### config.mk
export PLATFORM = sky130hd
export DESIGN_NAME = registered_demux_stream
export DESIGN_NICKNAME = d
export VERILOG_FILES = /design/src/rtl/demux_stream_pkg.sv /design/src/rtl/demux_stream_slot.sv /design/src/rtl/registered_demux_stream.sv
export SDC_FILE = /design/constraint.sdc
export NUM_CORES = 1
export LEC_CHECK = 0
export CAP_MARGIN = 10
export CORE_AREA = 10 10 150 152
export CTS_CLUSTER_DIAMETER = 150
export CTS_CLUSTER_SIZE = 12
export DETAILED_ROUTE_END_ITERATION = 6
export DIE_AREA = 0 0 160 162
export GPL_TIMING_DRIVEN = 0
export PLACE_DENSITY = 0.67
export REMOVE_ABC_BUFFERS = 1
export SYNTH_ARGS = -nofsm -noshare
export SYNTH_HDL_FRONTEND = slang
export SYNTH_SLANG_ARGS = --single-unit
### constraint.sdc
create_clock -name clock -period 2.9 [get_ports clock]
set_input_delay 0.435 -clock clock [delete_from_list [all_inputs] [get_ports clock]]
set_output_delay 0.435 -clock clock [all_outputs]
set_load 0.05 [all_outputs]
### src/rtl/demux_stream_pkg.sv
`default_nettype none
// +--------------------------------------------------------------------+
// | demux_stream_pkg : shared types for the registered stream demux     |
// | Revision 1.0                                                        |
// +--------------------------------------------------------------------+
package demux_stream_pkg;

  typedef enum logic {
    UNICAST   = 1'b0,
    MULTICAST = 1'b1
  } mode_e;

  typedef enum logic {
    SLOT_EMPTY = 1'b0,
    SLOT_FULL  = 1'b1
  } slot_state_e;

  localparam int DROP_CNT_W = 8;

endpackage
`default_nettype wire

### src/rtl/demux_stream_slot.sv
`default_nettype none
// +--------------------------------------------------------------------+
// | demux_stream_slot : one output channel register with EMPTY/FULL FSM |
// | Revision 1.0                                                        |
// +--------------------------------------------------------------------+
module demux_stream_slot
  import demux_stream_pkg::*;
#(
  parameter int NR_OF_BITS = 8
) (
  input  logic                  clock,
  input  logic                  reset,
  input  logic                  load_i,
  input  logic                  drain_i,
  input  logic [NR_OF_BITS-1:0] data_i,
  output logic [NR_OF_BITS-1:0] data_o,
  output logic                  valid_o
);

  slot_state_e           state_q;
  logic [NR_OF_BITS-1:0] data_q;

  always_ff @(posedge clock) begin
    if (reset) begin
      state_q <= SLOT_EMPTY;
      data_q  <= '0;
    end else begin
      case (state_q)
        SLOT_EMPTY: begin
          if (load_i) begin
            state_q <= SLOT_FULL;
            data_q  <= data_i;
          end
        end
        SLOT_FULL: begin
          // A load in the same cycle as a drain keeps the slot full.
          if (load_i) begin
            data_q <= data_i;
          end else if (drain_i) begin
            state_q <= SLOT_EMPTY;
          end
        end
        default: state_q <= SLOT_EMPTY;
      endcase
    end
  end

  assign valid_o = (state_q == SLOT_FULL);
  assign data_o  = valid_o ? data_q : '0;

endmodule
`default_nettype wire

### src/rtl/registered_demux_stream.sv
`default_nettype none
// +--------------------------------------------------------------------+
// | registered_demux_stream : unicast/multicast stream demux, 1 cycle   |
// | Revision 1.0                                                        |
// +--------------------------------------------------------------------+
module registered_demux_stream
  import demux_stream_pkg::*;
#(
  parameter int nrOfBits     = 8,
  parameter int nrOfChannels = 16,
  parameter int nrOfSelBits  = 4
) (
  input  logic                             clock,
  input  logic                             reset,
  input  logic                             enable,
  input  logic                             broadcast,
  input  logic [nrOfSelBits-1:0]           sel,
  input  logic [nrOfChannels-1:0]          mask,
  input  logic [nrOfBits-1:0]              demuxIn,
  input  logic                             inValid,
  output logic                             inReady,
  output logic [nrOfChannels*nrOfBits-1:0] demuxOut,
  output logic [nrOfChannels-1:0]          outValid,
  input  logic [nrOfChannels-1:0]          outReady,
  output logic [DROP_CNT_W-1:0]            dropCount
);

  if ((2 ** nrOfSelBits) < nrOfChannels) begin : g_param_check
    $error("nrOfSelBits too narrow for nrOfChannels");
  end

  mode_e                   mode;
  logic [nrOfChannels-1:0] target;
  logic [nrOfChannels-1:0] load;
  logic                    blocked;
  logic                    accept;
  logic [DROP_CNT_W-1:0]   drop_cnt_q;
  logic [DROP_CNT_W-1:0]   drop_cnt_d;

  assign mode = mode_e'(broadcast);

  // Out-of-range sel matches no channel, leaving the target set empty.
  always_comb begin
    target = '0;
    for (int i = 0; i < nrOfChannels; i++) begin
      if (mode == MULTICAST) begin
        target[i] = mask[i];
      end else begin
        target[i] = (sel == nrOfSelBits'(i));
      end
    end
  end

  assign blocked = |(target & outValid & ~outReady);
  assign inReady = enable & ~reset & ~blocked;
  assign accept  = inValid & inReady;
  assign load    = accept ? target : '0;

  always_comb begin
    drop_cnt_d = drop_cnt_q;
    if (accept && (target == '0) && (drop_cnt_q != '1)) begin
      drop_cnt_d = drop_cnt_q + 1'b1;
    end
  end

  always_ff @(posedge clock) begin
    if (reset) begin
      drop_cnt_q <= '0;
    end else begin
      drop_cnt_q <= drop_cnt_d;
    end
  end

  assign dropCount = drop_cnt_q;

  for (genvar g = 0; g < nrOfChannels; g++) begin : g_slot
    demux_stream_slot #(
      .NR_OF_BITS(nrOfBits)
    ) u_slot (
      .clock  (clock),
      .reset  (reset),
      .load_i (load[g]),
      .drain_i(outReady[g]),
      .data_i (demuxIn),
      .data_o (demuxOut[g*nrOfBits +: nrOfBits]),
      .valid_o(outValid[g])
    );
  end

endmodule
`default_nettype wire

==> results of run 1 <==
[metrics by stage]
stage	hold slack, ns	cell area (µm²)
after floorplan	0.443	7300
final	0.465	10500
after global placement	0.456	9640
after CTS	0.473	10400
after detailed placement	0.462	9690
after global routing	0.486	10500
[power by group]
part	switching [mW]	internal (mW)	total [mW]
Combinational	0.239	0.180	0.419
Clock	0.857	1.22	2.07
Sequential	0.0258	2.13	2.15
[worst max-delay path: stages]
cell and delay (ns):
clkdlybuf4s50_1 0.45, or3b_4 0.40, a2111oi_4 0.36, a311o_1 0.26
nor4_4 0.07, buf_6 0.16, and3_1 0.18, buf_6 0.16
[Yosys cell counts, types with 9 or more instances]
master / n / area, µm²
nand3b_1: 12 / 90.1
o31ai_1: 9 / 67.6
dfxtp_1: 152 / 3040
nand2b_1: 156 / 976
buf_4: 16 / 120
a21oi_1: 21 / 105
inv_1: 17 / 63.8
buf_2: 14 / 70.1
nor4_1: 11 / 68.8
nor2_1: 10 / 37.5
nand4_1: 19 / 119
nor2b_1: 9 / 56.3
mux2i_1: 130 / 1300
clkbuf_1: 39 / 146
nand2_1: 21 / 78.8
and2_1: 128 / 801
[how the worst max path moves through the flow]
| stage | end | start | slack, ns |
|---|---|---|---|
| after floorplan | g_slot[0].u_slot.data_q[0]$_SDFFE_PP0P_ | g_slot[4].u_slot.valid_o$_SDFF_PP0_ | -0.52 |
| after detailed placement | inReady | broadcast | -1.90 |
| after global placement | g_slot[8].u_slot.valid_o$_SDFF_PP0_ | reset | -5.21 |
| final | inReady | outReady[4] | -0.02 |
| after CTS | inReady | reset | -0.06 |
| after global routing | inReady | sel[1] | -0.09 |
[cell families after synthesis]
logic type,after synthesis
AOI/OAI and AO/OA,53
adders and majority gates,1
and+or+nand+nor,393
DFF,152
buffers and inverters,93
muxes,138
[sequential cells by signal, summed over array words and instances, names as in the netlist]
register               count
g_slot.u_slot.data_q     128
dropCount                  8
g_slot.u_slot.valid_o     16
[routing by layer]
layer | GRT usage | vias up | routed length [µm]
met1 | 0.235 | 2970 | 11100
met3 | 0.0655 | 25 | 2020
met4 | 0.0467 | 2 | 306
li1 | - | 3111 | -
met5 | 0 | - | 13
met2 | 0.290 | 208 | 11200
[area by class of cell]
type / count / area share
multi-input cells: 586 / 0.414
flip-flops and latches: 152 / 0.290
repair buffers: 217 / 0.206
clock buffers: 23 / 0.0445
well taps: 265 / 0.0315
clock inverters: 8 / 0.00702
inverters: 17 / 0.00607
diodes: 1 / 0.000238
[repair_timing]
| item | 4_1_cts | 5_1_grt |
|---|---|---|
| gates resized for setup | 47 | 10 |
| setup endpoints to repair | 153 | 119 |
| setup buffers | 3 | 9 |
| pin swaps | 5 | 11 |
| gates cloned | 2 | 0 |
==> metrics.txt, run 1 <==
post-synthesis sequential area ratio=0.396; crit-path max FO=9; RSZ-0062 raised after global routing=true; Setup crit start kind=input port; Die H=162 µm; average size of a mapped cell=9.26 µm²; Non-Filler Instances=1269; final setup margin=-0.0161 ns; leakage power=4.52 nW; vias in the first global route=6311; top_reg_cell synth=dfxtp_1; crit share post-route=1.01; num ports=202; peak supply drop=0.000405 V; dpl hpwl=16900 µm; skew final=0.0136 ns; Synth cell types=49; gp weighted congestion=0.902; outcome=finished with violations; Reg area=3050 µm²; Setup-failing EPs final=1; vias per cell=4.98; worst-skew pair later-pin latency=0.42 ns; GRT Overall Usage=0.184; Antenna Nets Post-Route=0; first-pass GRT wire length=37700 µm; Core Footprint=19400 µm²; Total Wirelength=24600 µm; post-layout util=0.542; clk buf depth=2; total power draw=4.65 mW; post-synthesis compound-gate area fraction=0.0471; Yosys warnings=0; pre-CTS setup slack=-1.90 ns; 1st-iter DRT viols=362; die area=25900 µm²; reg2reg start=g_slot[5].u_slot.valid_o$_SDFF_PP0_; Power Dens Cells=442 nW/µm²; Reg clk slew, reported paths=0.06 ns; commonest non-fill, non-tap cell in the layout=clkdlybuf4s50_1; CP Capture Type=output port; post-synthesis async set-or-reset flop share=0; #FFs+latches synth=152; largest family of logic cells by synthesized area=simple AND/OR/NAND/NOR gates; drc violations=0; Placed Cells=1223; CTS Buf Count=17; largest net degree at the start of global routing=83; layout cells sized above 1=0.0837; 1st-pass router iterations=5; # rows=51; failing checks=negative setup slack; post-synthesis mux area share=0.181; min-delay src=reset; multi-input logic area=4350 µm²; Synth Area in XOR/XNOR=0; critical path required time=2.47 ns; most frequent cells in the layout=194 x clkdlybuf4s50_1, 155 x nand2b_1, 149 x dfxtp_1; final hold viol count=0; hold depth=2; Worst R2R Setup Slack=0.10 ns; Fmax=343 MHz; Reg2Reg Capture Point=g_slot[4].u_slot.data_q[4]$_SDFFE_PP0P_; Final Max Tran Viols=0; Syn Inst Count=830; via count=6316; max-cap viol count=0; critical path arrival=2.48 ns; Slew Limit Headroom=0.432; H-tree levels=4; Setup CP Type=in2out; setup TNS=-0.0161 ns; die width=160 µm; CTS tree=built; Final #Nets=1041; Initial Utilization=0.396; WHS Endpoint=g_slot[9].u_slot.valid_o$_SDFF_PP0_; Hold WC Path Type=in2reg; EDFF count, synth=0; WL/cell=19.4 µm; Sink Count=152; IO Port Bufs=201; Post-Synth Simple-Gate Area=0.316; Layout fillers=1857; Root Buffer=clkbuf_16; P&R area growth vs syn=36.8%; FF-to-FF path depth=7; Worst-Margin Slew=0.851 ns; initial antenna violation count=2; Post-Syn Area=7680 µm²; Post-CTS Hold Buffers=0; Synth Area in Adders=0.00163; final global-route overflow total=0; Tmin final=2.92 ns
Note: power is estimated with default switching activity, not from simulation.
==> run 2: changes to the inputs <==
--- a/config.mk
+++ b/config.mk
@@ -7,10 +7,11 @@
 export LEC_CHECK = 0
 export CAP_MARGIN = 10
 export CORE_AREA = 10 10 150 152
-export CTS_CLUSTER_DIAMETER = 150
+export CTS_CLUSTER_DIAMETER = 100
 export CTS_CLUSTER_SIZE = 12
 export DETAILED_ROUTE_END_ITERATION = 6
 export DIE_AREA = 0 0 160 162
+export GPL_ROUTABILITY_DRIVEN = 1
 export GPL_TIMING_DRIVEN = 0
 export PLACE_DENSITY = 0.67
 export REMOVE_ABC_BUFFERS = 1
==> results of run 2 <==
No change in the layout: final DEF, timing and power equal those of run 1.
